--- src/rtl/arith_pkg.sv ---
// Shared types and sizing helpers for the serial arithmetic cells.
package arith_pkg;

  localparam int W_DEFAULT = 8;

  typedef enum logic [1:0] {
    IDLE = 2'd0,
    RUN  = 2'd1,
    DONE = 2'd2
  } state_e;

  // Bit-counter width for a w-bit serial operation (w >= 2).
  function automatic int cnt_width(input int w);
    return (w <= 2) ? 1 : $clog2(w);
  endfunction

endpackage

--- src/rtl/full_add_cell.sv ---
// Single-bit full adder built from two half adders and an OR,
// same shape as the subtractor cell so the two stay interchangeable.
module full_add_cell (
  input  logic a,
  input  logic b,
  input  logic ci,
  output logic s,
  output logic co
);

  logic s0, c0, c1;

  half_add u_ha0 (.a(a),  .b(b),  .s(s0), .c(c0));
  half_add u_ha1 (.a(s0), .b(ci), .s(s),  .c(c1));

  assign co = c0 | c1;

endmodule

--- src/rtl/half_add.sv ---
// Single-bit half adder.
module half_add (
  input  logic a,
  input  logic b,
  output logic s,
  output logic c
);

  assign s = a ^ b;
  assign c = a & b;

endmodule

--- src/rtl/bit_serial_adder.sv ---
// Bit-serial W-bit adder: operands are loaded in parallel, summed LSB-first
// one bit per clock through a single full-add cell, and returned in parallel.
module bit_serial_adder
  import arith_pkg::*;
#(
  parameter int W     = W_DEFAULT,
  parameter int CNT_W = $clog2(W)
) (
  input  logic         clk,
  input  logic         rst_n,
  input  logic         in_valid,
  output logic         in_ready,
  input  logic [W-1:0] a,
  input  logic [W-1:0] b,
  input  logic         cin,
  output logic         out_valid,
  input  logic         out_ready,
  output logic [W-1:0] sum,
  output logic         cout,
  output logic         busy
);

  state_e             state_q, state_d;
  logic [W-1:0]       a_sh_q, b_sh_q, sum_sh_q;
  logic               carry_q, cout_q;
  logic [CNT_W-1:0]   count_q;

  logic               accept, last_bit;
  logic               fa_s, fa_c;

  full_add_cell u_fa (
    .a  (a_sh_q[0]),
    .b  (b_sh_q[0]),
    .ci (carry_q),
    .s  (fa_s),
    .co (fa_c)
  );

  assign accept   = (state_q == IDLE) && in_valid;
  assign last_bit = (state_q == RUN) && (count_q == CNT_W'(W - 1));

  // State register.
  always_ff @(posedge clk or negedge rst_n) begin
    if (!rst_n) state_q <= IDLE;
    else        state_q <= state_d;
  end

  // Next-state logic; DONE only ever returns to IDLE, so a new request
  // waiting in DONE is taken on the following cycle at the earliest.
  always_comb begin
    state_d = state_q;
    case (state_q)
      IDLE:    if (in_valid)  state_d = RUN;
      RUN:     if (last_bit)  state_d = DONE;
      DONE:    if (out_ready) state_d = IDLE;
      default:                state_d = IDLE;
    endcase
  end

  // Handshake/status outputs; result is gated so partial sums never leak.
  always_comb begin
    in_ready  = (state_q == IDLE);
    busy      = (state_q == RUN);
    out_valid = (state_q == DONE);
    sum       = (state_q == DONE) ? sum_sh_q : '0;
    cout      = (state_q == DONE) ? cout_q   : 1'b0;
  end

  // Serial datapath: load on accept, then shift one bit per RUN cycle.
  always_ff @(posedge clk or negedge rst_n) begin
    if (!rst_n) begin
      a_sh_q   <= '0;
      b_sh_q   <= '0;
      sum_sh_q <= '0;
      carry_q  <= 1'b0;
      cout_q   <= 1'b0;
      count_q  <= '0;
    end else if (accept) begin
      a_sh_q   <= a;
      b_sh_q   <= b;
      sum_sh_q <= '0;
      carry_q  <= cin;
      cout_q   <= 1'b0;
      count_q  <= '0;
    end else if (state_q == RUN) begin
      a_sh_q   <= a_sh_q >> 1;
      b_sh_q   <= b_sh_q >> 1;
      sum_sh_q <= {fa_s, sum_sh_q[W-1:1]};
      carry_q  <= fa_c;
      if (last_bit) begin
        // Counter parks at zero so it never runs past W-1.
        count_q <= '0;
        cout_q  <= fa_c;
      end else begin
        count_q <= count_q + CNT_W'(1);
      end
    end
  end

endmodule

--- config.mk ---
export PLATFORM = sky130hd
export DESIGN_NAME = bit_serial_adder
export DESIGN_NICKNAME = d
export VERILOG_FILES = /design/src/rtl/arith_pkg.sv /design/src/rtl/full_add_cell.sv /design/src/rtl/half_add.sv /design/src/rtl/bit_serial_adder.sv
export SDC_FILE = /design/constraint.sdc
export NUM_CORES = 1
export LEC_CHECK = 0
export ABC_CLOCK_PERIOD_IN_PS = 1800
export CORE_MARGIN = 4
export CORE_UTILIZATION = 35
export DETAILED_ROUTE_END_ITERATION = 12
export GPL_TIMING_DRIVEN = 0
export PLACE_DENSITY_LB_ADDON = 0.25
export SETUP_SLACK_MARGIN = 0.4
export SYNTH_ARGS = -nofsm -noshare
export SYNTH_HDL_FRONTEND = slang
export SYNTH_SLANG_ARGS = --single-unit
--- constraint.sdc ---
create_clock -name clk -period 1.8 [get_ports clk]
set_input_delay 0.18 -clock clk [delete_from_list [all_inputs] [get_ports clk]]
set_output_delay 0.18 -clock clk [all_outputs]
set_load 0.05 [all_outputs]
* Yosys cells after proc, flatten, opt, wreduce, memory -nomap -nowiden
Cells that the tools add are included.
** Storage, ports and cells
- Output and inout port bits :: 12
- Input bits :: 21
- Logic and storage cells :: 46
- Flip-flop bits (word level) :: 31
** Operators by class
- Reductions and logical operators :: 7
- Multiplexer cells :: 20
- Eq/ne operators :: 6
- Bitwise operators :: 5
- Add/sub/neg operators :: 1
** Operator list (number)
- two-way mux 8 bit :: 7
- two-way mux 3 bit :: 3
- two-way mux 1 bit :: 6
- two-way mux 2 bit :: 3
- case mux 2 bit (3 select lines) :: 1
- != test 2 x 1 -> 1 bit, second input constant :: 2
- nonzero test 2 bit :: 2
- adder 3 x 1 -> 3 bit, second input constant :: 1
- equality test 3 bit, second input constant :: 1
- AND reduction 3 bit :: 1
- bitwise AND 1 bit :: 2
- equality test 2 x 1 -> 1 bit, second input constant :: 1
- equality test 2 bit, second input constant :: 1
- logical AND 1 bit :: 2
- zero test 2 bit :: 1
- != test 2 bit, second input constant :: 1
- AND reduction 2 bit :: 1
- XOR 1 bit :: 2
- bitwise OR 1 bit :: 1

* Logic depth before layout (Yosys ltp)
Gate-level depths: netlist of run 1.
- Word-level depth :: 6
- Mapped depth :: 4
- Mapped depth without buffers :: 4

* Modules after synthesis
From an unflattened synthesis of run 1, not the netlist that was laid out.
** Unflattened totals
- Cell total of the unflattened synthesis :: 135
- Area total of the unflattened synthesis :: 1480.2 um^2
** Modules (own cells, without submodules)
- bit_serial_adder :: area each 1448.9 um^2, times used 1, cells an instance 132, sequential area each 775.7 um^2
- half_add :: area each 12.5 um^2, times used 2, cells an instance 1, sequential area each 0.0 um^2
- full_add_cell :: area each 6.3 um^2, times used 1, cells an instance 1, sequential area each 0.0 um^2

* Worst setup path before layout of run 1
Ideal clock, no wire load.
- Kind :: register to register
- From :: register state_q[0]
- To :: register a_sh_q[7]
- Clock period less this slack :: 1.588 ns
- Path slack :: 0.212 ns
- Required time :: 1.731 ns
- Buffers on the path :: 1
- Data arrival time :: 1.519 ns
- Stages on the path, launching flop included :: 4
- Cell sequence :: dfrtp_1 buf_4 nor2_1 a311o_1
** Between the ends
- Longest elaborated chain between the ends :: 3
** Ends and longest elaborated chain
- from (decl) :: line bit_serial_adder.sv:23 : state_e state_q, state_d;
- from (signal assigned) :: line bit_serial_adder.sv:45 : else state_q <= state_d;
- zero test 2 bit (*)
- via in_ready :: line bit_serial_adder.sv:12 : output logic in_ready,
- logical AND 1 bit (*) :: line bit_serial_adder.sv:39 : assign accept = (state_q == IDLE) && in_valid;
- two-way mux 8 bit or nonzero test 2 bit (tied branches)
- to (signal assigned) :: line bit_serial_adder.sv:86 : a_sh_q <= a_sh_q >> 1;
- to (decl) :: line bit_serial_adder.sv:24 : logic [W-1:0] a_sh_q, b_sh_q, sum_sh_q;
The timed path passes the listed nets; every way through them passes the cells marked *.
A chain may end at the register's enable or synchronous reset.

* Worst setup path after layout of run 1
- From :: register state_q[1]
- To :: output sum[1]
** Between the ends
- Longest elaborated chain between the ends :: 2
** Ends and longest elaborated chain
- equality test 2 bit :: line bit_serial_adder.sv:65 : sum = (state_q == DONE) ? sum_sh_q : '0;
- two-way mux 8 bit :: line bit_serial_adder.sv:65
- to (decl) :: line bit_serial_adder.sv:18 : output logic [W-1:0] sum,
No other way between the ends.

==> summary.txt, run 1 <==
STA
  – Tmin final: ~1.5 ns
  – Setup TNS: 0 ns
  – Slew Limit Fails: 0
  – Actual slew at the worst max-slew pin: between 0.7 and 0.8 ns
  – Max Clk Rate: between 600 and 700 MHz
  – Rel. slew slack: roughly 53%
  – Worst clock skew: 0.01118 ns
  – Unrepaired setup endpoints after global routing: yes
  – Final WS setup: approximately 0.26 ns
  – Tcrit/Tclk final: between 80% and 90%
  – Final Hold Violating Endpoints: 0
  – Final Setup Violations: 0

Yosys
  – Synthesized instance count: ~140
  – Post-synth top cells: 31 x dfrtp_1, 19 x inv_1, 10 x and2_1
  – Synth Cell Area: 1525 µm²
  – Seq/Total Area, Yosys: 50.86%
  – Area contributors post-synth: dfrtp_1 51%, a222oi_1 5.3%, a22o_1 5.2%, inv_1 4.7%, nor4b_1 4.6%
  – Async SR Flop Fraction: 100.0%
  – Post-synth top flop: dfrtp_1
  – Synth top area share: between 50% and 60%
  – Compound-gate portion of the synthesized area: between 15 and 20%
  – Top-count cell post-synth: dfrtp_1
  – Post-synthesis simple-gate area fraction: between 10% and 20%
  – Largest family of logic cells by synthesized area: compound AO/OA/AOI/OAI gates
  – Library cells used by synthesis: 25
  – FF+latch count, synth: 31
  – Mux contribution to synthesized area: 0%
  – Adder-Cell Fraction of Synth Area: 2.953%
  – Number of synthesized flops with an enable pin: 0
  – Post-Synth XOR/XNOR Area: 0%
  – Post-Syn Nets: about 160
  – Synth area leader: dfrtp_1
  – Ys Warns: 0
  – Avg Cell Area, Syn: approximately 11 µm²

Routing
  – Drt wl/cell: approximately 16 µm
  – Highest metal used: met4
  – Met3 routed WL: ~210 µm
  – Via count: 1284
  – DRT met1 WL: 1635 µm
  – DR WL met2: 1883 µm
  – Post-route DRC: 0
  – WL final: between 3000 and 4000 µm
  – 1st-pass router iterations: 5
  – Antenna viol nets, final: 0
  – Iter 0 DRT Violations: between 100 and 150
  – Drt via density: 5.328

Floorplan
  – IO Count: 33
  – Die area: between 5000 and 6000 µm²
  – Initial Util: 37.06%
  – Die width: around 74 µm
  – DIE HEIGHT: ~74 µm
  – CORE AREA: between 4000 and 5000 µm²
  – Site row count: 23

Power
  – P per Cell Area: approximately 1600 nW/µm²
  – Lkg Pwr: ~1.0 nW
  – Peak supply drop: approximately 670 µV

Worst setup path
  – Crit path capture type: primary output
  – Critical path arrival: around 1.4 ns
  – Reg2Reg Launch Point: state_q[1]$_DFFE_PN0P_
  – Crit start category: flip-flop
  – FF-to-FF End: cout_q$_DFFE_PN0P_
  – Reg2Reg Setup Slack: roughly 0.34 ns
  – CP Max Fanout: 5
  – R2r worst-path depth: 5
  – Crit Path Category: flip-flop to primary output
  – CP required: roughly 1.6 ns

Clock network
  – Clock sink count: 31
  – Clk root buf: clkbuf_8
  – Clock Latency Late Sink: roughly 0.28 ns
  – H-tree depth: 2
  – Num CTS Buffers: 5
  – Clk buf depth: 2
  – Clock slew at reported path FFs: around 0.07 ns
  – CTS tree: done

Global routing
  – Vias in the first global route: about 1300
  – Overall Global Routing Usage: 14.62%
  – Total gr overflow: 0
  – Largest net degree at the start of global routing: 32
  – First-pass GRT wire length: ~6000 µm
  – Initial antenna violation count: 0

Min path
  – WHS Path Cells: 2
  – Hold endpoint: state_q[1]$_DFFE_PN0P_
  – Worst hold-check path type: input pin to flip-flop
  – Hold Crit Start: out_ready

Cells and area
  – Fillers: between 300 and 400
  – Final nets: approximately 220
  – Syn-to-layout area delta: 51.27%
  – Layout cell share with drive strength beyond 1: approximately a third
  – N_diodes: 0
  – Util after Layout: roughly 56%

Placement
  – Post-DP HPWL: about 2400 µm
  – Routability Congestion: between 0.7 and 0.8
  – Pre-CTS setup slack: -0.2053 ns
  – Port bufs: 32

Run status
  – Status: completed

Flow run
  – Max_cap viols: 0
[area by class of cell]
cell class / count / area [µm²] / share of cell area, %
plain buffers: 13 / 117.6 / 5.098
clock buffers: 6 / 82.58 / 3.579
repair buffers: 45 / 509.2 / 22.07
clock inverters: 1 / 5.005 / 0.2169
multi-input cells: 76 / 681.9 / 29.56
inverters: 19 / 71.32 / 3.091
flip-flops and latches: 31 / 777.0 / 33.68
well taps: 50 / 62.56 / 2.712
[power by group]
group	total [W]	internal, W	switching, W
clock	0.000542	0.000299	0.000243
combinational	0.00189	0.000977	0.000911
sequential	0.00120	0.00102	0.000178
[repair_timing]
item	4_1_cts	5_1_grt
resized for setup	115	16
setup buffers	6	4
pin swaps	2	5
gates cloned	1	1
endpoints found under the hold margin	0	3
hold buffers	0	1
endpoints found under the setup margin	43	27
[registers in the layout, indices dropped and copies added (netlist names)]
register / cells
b_sh_q: 8
cout_q: 1
carry_q: 1
state_q: 2
a_sh_q: 8
sum_sh_q: 8
count_q: 3
[cells by family after synthesis]
group | Yosys count
buffers and inverters | 32
AOI/OAI and AO/OA | 32
adders and majority gates | 3
and+or+nand+nor | 41
DFF | 31
[through the flow]
stage	cells	total power (W)	hold slack, ns	cell area (µm²)
detailed placement	221	0.002714	0.4860	1922
global route	241	0.003891	0.4519	2307
finish	241	0.003629	0.4593	2307
floorplan	139	0.002305	-0.1156	1539
global placement	221	0.002646	0.4756	1922
CTS	235	0.003453	0.3898	2168
[per-layer routing]
metal  track usage [%]  vias to the layer above
li1                  -                      601
met1             18.24                      639
met2             23.82                       39
met3             5.135                        5
met4             4.628                        0
met5                 0                        -
[worst max-delay path by stage]
stage                                      start  endpoint  slack, ns  cells past startpoint
after global routing      state_q[1]$_DFFE_PN0P_    sum[1]       0.22                      5
after floorplan           state_q[1]$_DFFE_PN0P_      cout       0.35                      4
after detailed placement  state_q[1]$_DFFE_PN0P_    sum[7]      -0.21                      5
final                     state_q[1]$_DFFE_PN0P_    sum[1]       0.26                      5
after global placement    state_q[1]$_DFFE_PN0P_      cout      -0.18                      5
after CTS                 state_q[1]$_DFFE_PN0P_    sum[7]       0.22                      5
[layout by cell type, fill, tap and decap left out, types with 8 or more instances in the layout]
cell / Yosys / routed
buf_8: 0 / 13
a222oi_1: 8 / 8
buf_6: 2 / 8
a22o_1: 9 / 9
and2_4: 0 / 9
nor2_1: 9 / 8
clkdlybuf4s50_1: 0 / 19
buf_4: 4 / 9
inv_1: 19 / 19
dfrtp_1: 31 / 30
[worst max-delay path, stage by stage (launching register included)]
cell     delay (ns)
dfrtp_1        0.40
buf_6          0.13
nor2b_4        0.13
buf_6          0.13
and2_4         0.15
buf_8          0.14
Note: power is estimated with default switching activity, not from simulation.
==> inputs of run 2 (changes only) <==
- RECOVER_POWER: default -> 25
==> run 2 against run 1 <==
Critical path depth stayed put. Final cell count unchanged. Clock power about the same. Total power hardly changed. Via count stayed put. Highest routed layer unchanged. Core utilization stayed put.
==> summary.txt, run 2 (synthesis gave the netlist of run 1 again) <==
Routing
  – Iter 0 DRT Violations: 102 (unchanged)
  – Antenna viol nets, final: 0 (unchanged)
  – Drt wl/cell: 15.59 µm (unchanged)
  – Via count: 1284 (unchanged)
  – Post-route DRC: 0 (unchanged)
  – WL final: 3758 µm (unchanged)
  – Drt via density: 5.328 (unchanged)
  – 1st-pass router iterations: 5 (unchanged)

Clock network
  – Clk buf depth: 2 (unchanged)
  – H-tree depth: 2 (unchanged)
  – CTS tree: done
  – Num CTS Buffers: 5 (unchanged)
  – Clock sink count: 31 (unchanged)
  – Clock Latency Late Sink: 0.28 ns (about the same)
  – Clock slew at reported path FFs: 0.07 ns (about the same)
  – Clk root buf: clkbuf_8

Worst setup path
  – CP required: 1.62 ns (about the same)
  – Crit-path slowest cell: dfrtp_1
  – CP Max Fanout: 5 (unchanged)
  – Crit-path cells: buf_6 > nor2b_4 > buf_6 > and2_4 > buf_8
  – Crit path capture type: primary output
  – CP max stage delay: 0.40 ns (about the same)
  – Critical path arrival: 1.36 ns (about the same)
  – Most frequent CP cell: buf_6
  – Crit Path Category: flip-flop to primary output
  – Crit start category: flip-flop

Cells and area
  – Final nets: 215 (unchanged)
  – Most frequent cells in the layout: 30 x dfrtp_1, 19 x inv_1, 19 x clkdlybuf4s50_1, 13 x buf_8
  – Syn-to-layout area delta: 51.27% (unchanged)
  – Layout cell share with drive strength beyond 1: 33.51% (unchanged)
  – N_diodes: 0 (unchanged)
  – Most common cell after layout, fill and taps aside: dfrtp_1
  – Biggest regs: a_sh_q (8), b_sh_q (8), sum_sh_q (8)

Floorplan
  – Initial Util: 37.06% (unchanged)
  – Die width: 74.02 µm (unchanged)
  – DIE HEIGHT: 74.02 µm (unchanged)
  – Die area: 5478 µm² (unchanged)
  – CORE AREA: 4115 µm² (unchanged)
  – Site row count: 23 (unchanged)
  – IO Count: 33 (unchanged)

STA
  – Final Setup Violations: 0 (unchanged)
  – Setup TNS: 0 ns (unchanged)
  – Actual slew at the worst max-slew pin: 0.7792 ns (+0.07901 ns)
  – Final WS setup: 0.2608 ns (unchanged)
  – Max Clk Rate: 649.7 MHz (unchanged)
  – Unrepaired setup endpoints after global routing: yes
  – Slew Limit Fails: 0 (unchanged)
  – Rel. slew slack: 48.05% (-5.3 points)
  – Tmin final: 1.539 ns (unchanged)
  – Tcrit/Tclk final: 85.51% (unchanged)
  – Final Hold Violating Endpoints: 0 (unchanged)
  – Fin Hold WS: 0.4593 ns (unchanged)
  – Worst clock skew: 0.01118 ns (unchanged)

Power
  – Switching power: 0.001332 W (about the same)
  – Sequential power share: 33.0% (about the same)
  – Comb pwr share: 52.0% (about the same)
  – Clock share of power: 14.9% (about the same)
  – Lkg Pwr: 1.041 nW (about the same)
  – Cell Int Power: 0.002297 W (about the same)
  – Switching share of power: 36.70% (about the same)
  – Peak supply drop: 665.5 µV (about the same)
  – P per Cell Area: 1573 nW/µm² (about the same)

Global routing
  – Total gr overflow: 0 (unchanged)
  – Largest net degree at the start of global routing: 32 (unchanged)
  – Vias in the first global route: 1270 (unchanged)
  – Initial antenna violation count: 0 (unchanged)
  – Overall Global Routing Usage: 14.62% (unchanged)
  – First-pass GRT wire length: 6037 µm (unchanged)

Placement
  – Post-DP HPWL: 2403 µm (unchanged)
  – Port bufs: 32 (unchanged)
  – Pre-CTS setup slack: -0.2053 ns (unchanged)
  – Routability Congestion: 0.7771 (unchanged)

Flow run
  – Max_cap viols: 0 (unchanged)

Run status
  – Status: completed

Min path
  – Worst hold-check path type: input pin to flip-flop
run 2: final cells by class:
cell class / count / area (µm²)
Tap cell: 50 / 62.56
Sequential cell: 31 / 777.0
Inverter: 19 / 71.32
Clock buffer: 6 / 82.58
Timing Repair Buffer: 45 / 509.2
Multi-Input combinational cell: 76 / 681.9
Clock inverter: 1 / 5.005
Fill cell: 339 / 1808
Buffer: 13 / 117.6
run 2: final timing paths:
check	start	end	slack (ns)	cells past startpoint
worst min-delay path	out_ready	state_q[1]$_DFFE_PN0P_	0.46	2
worst max register to register	state_q[1]$_DFFE_PN0P_	cout_q$_DFFE_PN0P_	0.34	5
worst max-delay path	state_q[1]$_DFFE_PN0P_	sum[1]	0.26	5
worst min register to register	b_sh_q[7]$_DFFE_PN0P_	b_sh_q[7]$_DFFE_PN0P_	0.50	1
max in group asynchronous	rst_n	state_q[0]$_DFFE_PN0P_	0.76	2
min in group asynchronous	rst_n	b_sh_q[2]$_DFFE_PN0P_	0.50	2
run 2: repair_timing:
item	in CTS	in global routing
buffers inserted	6	4
setup endpoints to repair	43	27
gates cloned	1	1
hold endpoints to repair	0	3
gates resized for setup	115	16
hold buffers	0	1
pin swaps	2	5
run 2: metrics by stage:
stage | power (W) | area (µm²) | util, % | cells
2_1_floorplan | 0.002305 | 1539 | - | 139
3_3_place_gp | 0.002646 | 1922 | 46.70 | 221
3_5_place_dp | 0.002714 | 1922 | 46.70 | 221
4_1_cts | 0.003453 | 2168 | 52.69 | 235
5_1_grt | 0.003891 | 2307 | 56.07 | 241
6_report | 0.003629 | 2307 | 56.07 | 241
run 2: power groups by stage:
stage,clock network [W],logic (W),registers [W]
6_report,0.000542,0.00189,0.00120
2_1_floorplan,0,0.00116,0.00114
4_1_cts,0.000562,0.00170,0.00119
3_3_place_gp,0,0.00147,0.00118
3_5_place_dp,0,0.00152,0.00119
5_1_grt,0.000584,0.00208,0.00123
run 2: per-layer routing:
| layer | GRT usage, % | wire (µm) | share of wire, % |
|---|---|---|---|
| met1 | 18.24 | 1634 | 43 |
| met2 | 23.82 | 1883 | 50 |
| met3 | 5.135 | 207 | 5.5 |
| met4 | 4.628 | 31 | 0.82 |
| met5 | 0 | 0 | 0 |
run 2: worst max-delay path: cells and delay by family, from the launching register on:
| kind | cells | cell delay (ns) |
|---|---|---|
| flip-flops | 1 | 0.40 |
| buffers and inverters | 3 | 0.40 |
| AND/OR/NAND/NOR | 2 | 0.28 |
